<file path="config.mk">
export PLATFORM = sky130hd
export DESIGN_NAME = sched_exec_tracer
export DESIGN_NICKNAME = d
export VERILOG_FILES = /design/src/rtl/sched_exec_tracer.sv
export SDC_FILE = /design/constraint.sdc
export NUM_CORES = 1
export LEC_CHECK = 0
export CORE_MARGIN = 2
export CORE_UTILIZATION = 45
export DETAILED_ROUTE_END_ITERATION = 10
export PLACE_DENSITY_LB_ADDON = 0.15
export REMOVE_ABC_BUFFERS = 1
export SLEW_MARGIN = 20
export SYNTH_ARGS = -nofsm -noshare
export SYNTH_HDL_FRONTEND = slang
export SYNTH_SLANG_ARGS = --single-unit
</file>
<file path="constraint.sdc">
create_clock -name clk -period 4.6 [get_ports clk]
set_input_delay 1.15 -clock clk [delete_from_list [all_inputs] [get_ports clk]]
set_output_delay 1.15 -clock clk [all_outputs]
set_load 0.02 [all_outputs]
</file>
<file path="src/rtl/sched_exec_tracer.sv">
// Run-length encodes the scheduler task stream into {id, start, len} records,
// buffers them in a small FIFO and keeps busy/idle utilisation counters.
module sched_exec_tracer #(
    parameter int              ID_W    = 16,
    parameter int              TIME_W  = 16,
    parameter int              LEN_W   = 8,
    parameter int              DEPTH   = 4,
    parameter logic [ID_W-1:0] IDLE_ID = '1
) (
    input  logic                          clk,
    input  logic                          rst,
    input  logic                          st,
    input  logic [ID_W-1:0]               task_in,
    input  logic                          flush,
    output logic                          rec_valid,
    input  logic                          rec_ready,
    output logic [ID_W+TIME_W+LEN_W-1:0]  rec_data,
    output logic                          overflow,
    output logic [TIME_W-1:0]             busy_cycles,
    output logic [TIME_W-1:0]             idle_cycles
);
    localparam int                AW      = $clog2(DEPTH);
    localparam int                REC_W   = ID_W + TIME_W + LEN_W;
    localparam logic [LEN_W-1:0]  LEN_MAX = '1;
    localparam logic [TIME_W-1:0] CNT_MAX = '1;

    typedef enum logic {S_IDLE, S_TRACE} state_t;
    state_t state, state_nxt;
    logic   active;

    logic [ID_W-1:0]   cur_id;
    logic [TIME_W-1:0] cur_start;
    logic [LEN_W-1:0]  cur_len;
    logic [TIME_W-1:0] tstamp;

    logic [REC_W-1:0]  mem [DEPTH];
    logic [AW:0]       wr_ptr, rd_ptr;
    logic              empty, full, pop, push, extend, wr_en;

    // The arming cycle itself is traced, so activity covers st in S_IDLE.
    always_comb begin
        state_nxt = state;
        active    = 1'b0;
        case (state)
            S_IDLE: begin
                if (st) begin
                    state_nxt = S_TRACE;
                    active    = 1'b1;
                end
            end
            S_TRACE: active = 1'b1;
            default: state_nxt = S_IDLE;
        endcase
    end

    always_ff @(posedge clk) begin
        if (!rst) state <= S_IDLE;
        else      state <= state_nxt;
    end

    assign extend = (task_in == cur_id) && (cur_id != IDLE_ID) &&
                    (cur_len != LEN_MAX) && !flush;
    assign push   = active && !extend && (cur_id != IDLE_ID);

    assign empty  = (wr_ptr == rd_ptr);
    assign full   = (wr_ptr[AW] != rd_ptr[AW]) && (wr_ptr[AW-1:0] == rd_ptr[AW-1:0]);
    assign pop    = !empty && rec_ready;
    // A pop in the same cycle frees the slot, so a full FIFO still accepts.
    assign wr_en  = push && (!full || pop);

    assign rec_valid = !empty;
    assign rec_data  = empty ? '0 : mem[rd_ptr[AW-1:0]];

    always_ff @(posedge clk) begin
        if (!rst) begin
            tstamp      <= '0;
            cur_id      <= IDLE_ID;
            cur_start   <= '0;
            cur_len     <= '0;
            wr_ptr      <= '0;
            rd_ptr      <= '0;
            overflow    <= 1'b0;
            busy_cycles <= '0;
            idle_cycles <= '0;
        end else begin
            if (active) begin
                tstamp <= tstamp + 1'b1;
                if (task_in == IDLE_ID) begin
                    if (idle_cycles != CNT_MAX) idle_cycles <= idle_cycles + 1'b1;
                end else begin
                    if (busy_cycles != CNT_MAX) busy_cycles <= busy_cycles + 1'b1;
                end
                if (extend) begin
                    cur_len <= cur_len + 1'b1;
                end else begin
                    cur_id    <= task_in;
                    cur_start <= tstamp;
                    cur_len   <= (task_in == IDLE_ID) ? '0 : LEN_W'(1);
                end
            end
            if (pop)   rd_ptr <= rd_ptr + 1'b1;
            if (wr_en) wr_ptr <= wr_ptr + 1'b1;
            if (push && full && !pop) overflow <= 1'b1;
        end
    end

    always_ff @(posedge clk) begin
        if (wr_en) mem[wr_ptr[AW-1:0]] <= {cur_id, cur_start, cur_len};
    end
endmodule

</file>
Word-level counts from Yosys, hierarchy flattened
Memory sizes are Yosys's and may differ from the RTL's. A register that Yosys moved wholly into a read port is not among the register bits.
Cells that the tools add are included.
{"block": "word_totals", "word_cells": 58, "inputBits": 21, "mem_bits_rw": 160, "n_memories": 1, "register_bits": 96, "output_inout_bits": 74}
{"name": "mem", "words": 4, "word_bits": 40, "read_ports": 1, "rd_clocked_by_memory_dff": 1, "wr": 1, "line_no": "36", "text": "logic [REC_W-1:0] mem [DEPTH];"}
{"block": "classes", "muxes": 10, "n_bitwise": 3, "n_eq_ne": 9, "n_reduce_logical": 19, "n_addsub": 6}
{"cell": "$add 16x1->16 const B", "n": 3}
{"cell": "$ne 16x16->1 const B", "n": 3}
{"cell": "$mux 40", "n": 1}
{"cell": "$eq 16x16->1", "n": 1}
{"cell": "$eq 16x16->1 const B", "n": 1}
{"cell": "$logic_and 1x1->1", "n": 10}
{"cell": "$add 8x1->8 const B", "n": 1}
{"cell": "$mux 8", "n": 1}
{"cell": "$ne 8x8->1 const B", "n": 1}
{"cell": "$add 3x1->3 const B", "n": 2}
{"cell": "$reduce_and 3->1", "n": 2}
{"cell": "$logic_not 1->1", "n": 5}
{"cell": "$mux 1", "n": 5}
{"cell": "$mux 2", "n": 2}
{"cell": "$eq 3x3->1", "n": 1}
{"cell": "$not 1->1", "n": 3}
{"cell": "$eq 2x2->1", "n": 1}
{"cell": "$pmux 1 s2", "n": 1}
{"cell": "$reduce_and 2->1", "n": 1}
{"cell": "$logic_or 1x1->1", "n": 1}
{"cell": "$ne 1x1->1", "n": 1}

Logic depth before layout (Yosys ltp)
Gate-level depths: netlist of the first run.
{"block": "logic_depth", "word_depth": 10, "mapped_depth": 8, "mapped_depth_nobuf": 6}

Least setup slack after synthesis of the first run
No wires, ideal clock.
{"block": "synth_timing", "path_kind": "input to register", "startpoint": "input port st", "endpoint": "memory mem[3][0] in the netlist's numbering (enable)", "setup_slack_ps": 426, "path_buffers": 1, "t_required_ps": 4146, "setup_time_ps": 454, "arrival_time_ps": 3720, "cell_stages": 4, "path_cell_list": "or2_2 > clkbuf_1 > nand4_1 > a21oi_1"}
{"block": "synth_between", "elab_chain_cells": 7}
{"element": "start: declaration", "line_no": "12", "text": "input logic st,"}
{"element": "$mux 1", "line_no": "46", "text": "if (st) begin"}
{"element": "$pmux 1 s2", "line_no": "44", "text": "case (state)"}
{"element": "$logic_and 1x1->1 (2 in series)", "line_no": "63", "text": "assign push = active && !extend && (cur_id != IDLE_ID);"}
{"element": "$logic_and 1x1->1", "line_no": "69", "text": "assign wr_en = push && (!full || pop);"}
{"element": "$mux 1", "line_no": "108", "text": "if (wr_en) mem[wr_ptr[AW-1:0]] <= {cur_id, cur_start, cur_len};"}
{"element": "$mux 1 (implied by the code)", "line_no": "108"}
{"element": "end: declaration", "line_no": "36"}
Every way passes these cells.

==> results of run 1 <==
-- registers in the layout, summed over array words and instances, names as in the netlist, named ones only --
register,flops
state,1
overflow,1
cur_start,16
cur_len,8
mem,160
tstamp,16
cur_id,16
idle_cycles,16
rd_ptr,3
busy_cycles,16
wr_ptr,3
-- cells by family after synthesis --
logic type,after synthesis,share of synthesized area
DFF,258,0.639
adders and majority gates,9,0.0106
xor gates and xnor gates,47,0.0389
muxes,81,0.124
AOI/OAI and AO/OA,54,0.0297
buffers and inverters,45,0.0171
and+or+nand+nor,293,0.141
-- layer usage --
metal / routed length (µm) / GRT usage
met3: 1050 / 0.0297
met2: 11200 / 0.319
met4: 257 / 0.0390
met5: 0 / 0
met1: 9810 / 0.237
-- cells in the mapped netlist (all sizes together) --
cell / instances
edfxtp: 160
dfxtp: 98
nor2: 72
nand2: 64
and2: 45
mux2i: 41
mux4: 40
clkbuf: 29
nand4: 29
xnor2: 29
a21oi: 26
nand3: 18
xor2: 18
o21ai: 14
or3: 14
nor3: 11
nor4: 10
or4: 10
ha: 9
inv: 9
buf: 7
o31ai: 7
or2: 5
nand2b: 4
and4: 3
and3: 2
nand3b: 2
o2111ai: 2
o211ai: 2
a22o: 1
a311o: 1
a32o: 1
nand4b: 1
nor2b: 1
nor3b: 1
nor4b: 1
-- stage by stage --
step                      power [W]  hold slack [ns]  instances
after floorplan             0.00356            0.451        751
after global placement      0.00419            0.468       1179
after detailed placement    0.00421            0.473       1179
after CTS                   0.00666            0.482       1231
after global routing        0.00684            0.496       1232
final                       0.00658            0.478       1232
-- power breakdown --
group	leakage, nW	internal [W]	switching [W]
combinational	1.60	0.000708	0.000709
sequential	2.32	0.00261	0.000107
clock	0.509	0.00157	0.000881
-- final timing paths --
kind	start	endpoint	slack, ns	cells past startpoint
worst min-delay path	tstamp[15]	cur_start[15]	0.48	2
worst min register to register	tstamp[15]	cur_start[15]	0.48	2
worst max register to register	cur_len[0]	mem[0][3]	1.82	7
worst max-delay path	flip-flop	rec_data[14]	0.62	4
-- cell type report --
| cell class | count | area (µm²) | share of cell area |
|---|---|---|---|
| Multi-Input combinational cell | 484 | 3670 | 0.282 |
| Clock inverter | 14 | 225 | 0.0173 |
| Timing Repair Buffer | 110 | 1110 | 0.0855 |
| Sequential cell | 258 | 6770 | 0.520 |
| Clock buffer | 38 | 810 | 0.0622 |
| Inverter | 9 | 33.8 | 0.00259 |
| Tap cell | 319 | 399 | 0.0307 |
-- worst max-delay path: cells and delay by family (launching register included) --
kind	cells	cell delay, ns
buffers and inverters	2	0.87
flip-flops	1	0.66
multiplexers	1	0.54
AND/OR/NAND/NOR	1	0.20
==> impl_metrics.toml, run 1 <==
[floorplanning]
die_area_um2 = 24800
rows = 56
initial_utilization = 0.455
io_pins = 95
core_um2 = 23300
dieWidth_um = 157
die_h_um = 157

[critical_path]
arrival_ns = 2.83
worstPathMaxFanout = 28
worst_setup_path_start_kind = "flip-flop"
required_ns = 3.45
slowest_stage = "dfxtp_2"
cp-end-kind = "output pin"
critPathMaxStageDelay_ns = 0.66
crit_type = "reg -> out"
path_cells = "buf_12 -> mux4_2 -> and2_1 -> clkdlybuf4s50_1"

[cts]
cts-resized-gates = 0
numCtsBuffers = 28
post_cts_buffers = 0
cts_root_buf = "clkbuf_16"
cts_tree = "yes"
htreeDepth = 1
worst_skew_pair.late_latency_ns = 0.53
hold_buffers = 0
path_clk_slew_ns = 0.06
cts.sinks = 258
clockBufferDepth = 3

[layout]
fin_util = 0.560
nFillCells = 1921
area_delta_synth_final_pct = 23.0
fin_nets = 921
drive_above_1_share = 0.128
stdcell_area_um2 = 13000
antennaDiodeCount = 0
layout_commonest_cell = "edfxtp_1"
final_cell_mix = "edfxtp_1, dfxtp_1, clkdlybuf4s50_1"

[run]
drv_cap = 0

[route]
vias_per_cell = 5.38
drtPass1Iterations = 6
post_drt_wl_per_cell_um = 18.1
via_count = 6625
ant_nets = 0
wl_um = 22300
drc = 0
initialDrtViolationCount = 321

[logic_synthesis]
ys_warn_count = 0
yosysTopAreaCell = "edfxtp_1"
synthTopCellsByArea = "edfxtp_1, dfxtp_1, mux4_2, mux2i_1, and2_1"
synthCells = 787
synth_area_um2 = 10600
ys_types = 41
synth_seq_cells = 258
yosysSeqAreaShare = 0.639
syn_area_per_cell_um2 = 13.5
yosysTopAreaCellShare = 0.454

[worst_hold_path]
hp-class = "reg -> reg"

[timing]
setup_ws_ns = 0.625
setup_viol = 0
rsz0062_at_grt = "false"
max_freq_mhz = 252
min_period_ns = 3.98
clock_skew_ns = 0.0120
hold_viol = 0
worst_pin_slew_ns = 1.03
setup_tns_ns = 0
final_max_slew_viol_count = 0
fin_crit_sh = 0.864
maxSlewHeadroom = 0.309

[power_and_ir_drop]
leakage_nw = 4.43
peakVddDrop_uv = 310
p_per_area_nw_per_um2 = 505

[global_route]
overflow = 0
grt_pass1_wl_um = 35200
grt_usage = 0.181
antenna_found_initial = 0
grt_pass1_vias = 6642
grt_max_degree = 51

[outcome]
status = "finished clean"

[place]
dpl_cell_area_um2 = 12000
gp_congestion = 0.801
post-dp-hpwl_um = 13800
io_buffers = 94
dp_slack_ns = 0.695
No activity file was read; power rests on OpenSTA's default activity.
==> run 2, diff against run 1 <==
--- a/config.mk
+++ b/config.mk
@@ -11,3 +11,2 @@
 export PLACE_DENSITY_LB_ADDON = 0.15
-export REMOVE_ABC_BUFFERS = 1
 export SLEW_MARGIN = 20
--- a/constraint.sdc
+++ b/constraint.sdc
@@ -3,2 +3,2 @@
 set_output_delay 1.15 -clock clk [all_outputs]
-set_load 0.02 [all_outputs]
+set_load 0.05 [all_outputs]
==> run 2 against run 1 <==
Compared with the run above:
- flip-flop and latch count unchanged
- hold slack improved by 0.0098 ns
- first-iteration DRC count increased by 29%
- critical path depth unchanged
- count of clock-buffer cells in the layout increased by 1
- largest power group unchanged
- highest routed layer is now met5
==> impl_metrics.toml, run 2 (synthesis results as in run 1) <==
[global_route]
grt_usage = 0.184
grt_pass1_wl_um = 35800
grt_pass1_vias = 6804
overflow = 0
grt_max_degree = 61
antenna_found_initial = 1

[layout]
nFillCells = 1900
area_delta_synth_final_pct = 20.9
final_cell_mix = "edfxtp_1, dfxtp_1, clkdlybuf4s50_1"
largest_reg_flops = 160
fin_nets = 921
multi_input_area_um2 = 3660
drive_above_1_share = 0.120
fin_cells = 1230
fin_util = 0.550
antennaDiodeCount = 0
layout_commonest_cell = "edfxtp_1"
seqCellArea_um2 = 6770
stdcell_area_um2 = 12800

[timing]
final_max_slew_viol_count = 0
min_period_ns = 4.00
setup_ws_ns = 0.602
hold_viol = 0
setup_tns_ns = 0
max_freq_mhz = 250
fin_crit_sh = 0.869
worst_pin_slew_ns = 0.991
rsz0062_at_grt = "false"
clock_skew_ns = 0.0206
setup_viol = 0
maxSlewHeadroom = 0.340

[floorplanning]
die_h_um = 157
rows = 56
dieWidth_um = 157
die_area_um2 = 24800
initial_utilization = 0.455
io_pins = 95
core_um2 = 23300

[cts]
htreeDepth = 1
post_cts_buffers = 0
path_clk_slew_ns = 0.06
clockBufferDepth = 3
cts.sinks = 258
cts-resized-gates = 0
numCtsBuffers = 26
hold_buffers = 0
worst_skew_pair.late_latency_ns = 0.53
cts_root_buf = "clkbuf_16"
cts_tree = "yes"

[critical_path]
r2r_start = "cur_id[13]"
worstPathMaxFanout = 24
crit_type = "reg -> out"
reg2reg_depth = 6
ff2ff_setup_slack_ns = 1.76
worst_setup_path_start_kind = "flip-flop"
required_ns = 3.45
cp-end-kind = "output pin"
arrival_ns = 2.85

[place]
dp_slack_ns = 0.773
dp.cells = 1182
gp_congestion = 0.822
io_buffers = 94
dpl_cell_area_um2 = 12000
post-dp-hpwl_um = 14500

[route]
ant_nets = 0
post_drt_wl_per_cell_um = 18.1
initialDrtViolationCount = 413
drtPass1Iterations = 5
vias_per_cell = 5.43
via_count = 6676
drc = 0
wl_um = 22300

[worst_hold_path]
hold_start = "tstamp[15]"
min_path_cells = 2
hp-class = "reg -> reg"

[power_and_ir_drop]
p_per_area_nw_per_um2 = 512
leakage_nw = 4.33
peakVddDrop_uv = 222

[run]
drv_cap = 0

[outcome]
status = "finished clean"

[logic_synthesis]
syn_nets = 817
[run 2: final timing paths]
| check | to |
|---|---|
| setup / recovery | rec_data[21] |
| hold / removal | cur_start[15] |
| setup reg to reg | cur_start[5] |
| hold reg to reg | cur_start[15] |
[run 2: power by group]
part | leakage (nW) | switching (W) | internal (W)
clock | 0.407 | 0.000830 | 0.00120
combinational | 1.59 | 0.00114 | 0.000699
sequential | 2.32 | 0.0000836 | 0.00261
total | 4.33 | 0.00205 | 0.00450
[run 2: cell type report]
type,count,share of cell area
well taps,319,0.0312
clock buffers,39,0.0596
repair buffers,112,0.0857
multi-input cells,484,0.286
flip-flops and latches,258,0.529
inverters,9,0.00264
clock inverters,9,0.00548
[run 2: layer usage]
layer	track usage	wire, µm	vias to the layer above	share of wire
met4	0.0597	527	2	0.024
met3	0.0325	1270	44	0.057
met1	0.245	9790	3294	0.44
met2	0.308	10600	194	0.48
met5	0	16	-	0.00072
li1	-	-	3142	-
[run 2: through the flow]
| stage | hold WS [ns] | power (W) |
|---|---|---|
| after floorplan | 0.451 | 0.00400 |
| after global placement | 0.464 | 0.00459 |
| after detailed placement | 0.469 | 0.00461 |
| after CTS | 0.490 | 0.00664 |
| after global routing | 0.497 | 0.00682 |
| final | 0.488 | 0.00656 |
[run 2: worst max-delay path: stages, from the launching register on]
cell and delay (ns):
dfxtp_2 0.79, buf_4 0.34, mux4_2 0.31, and2_1 0.18, clkdlybuf4s50_1 0.70
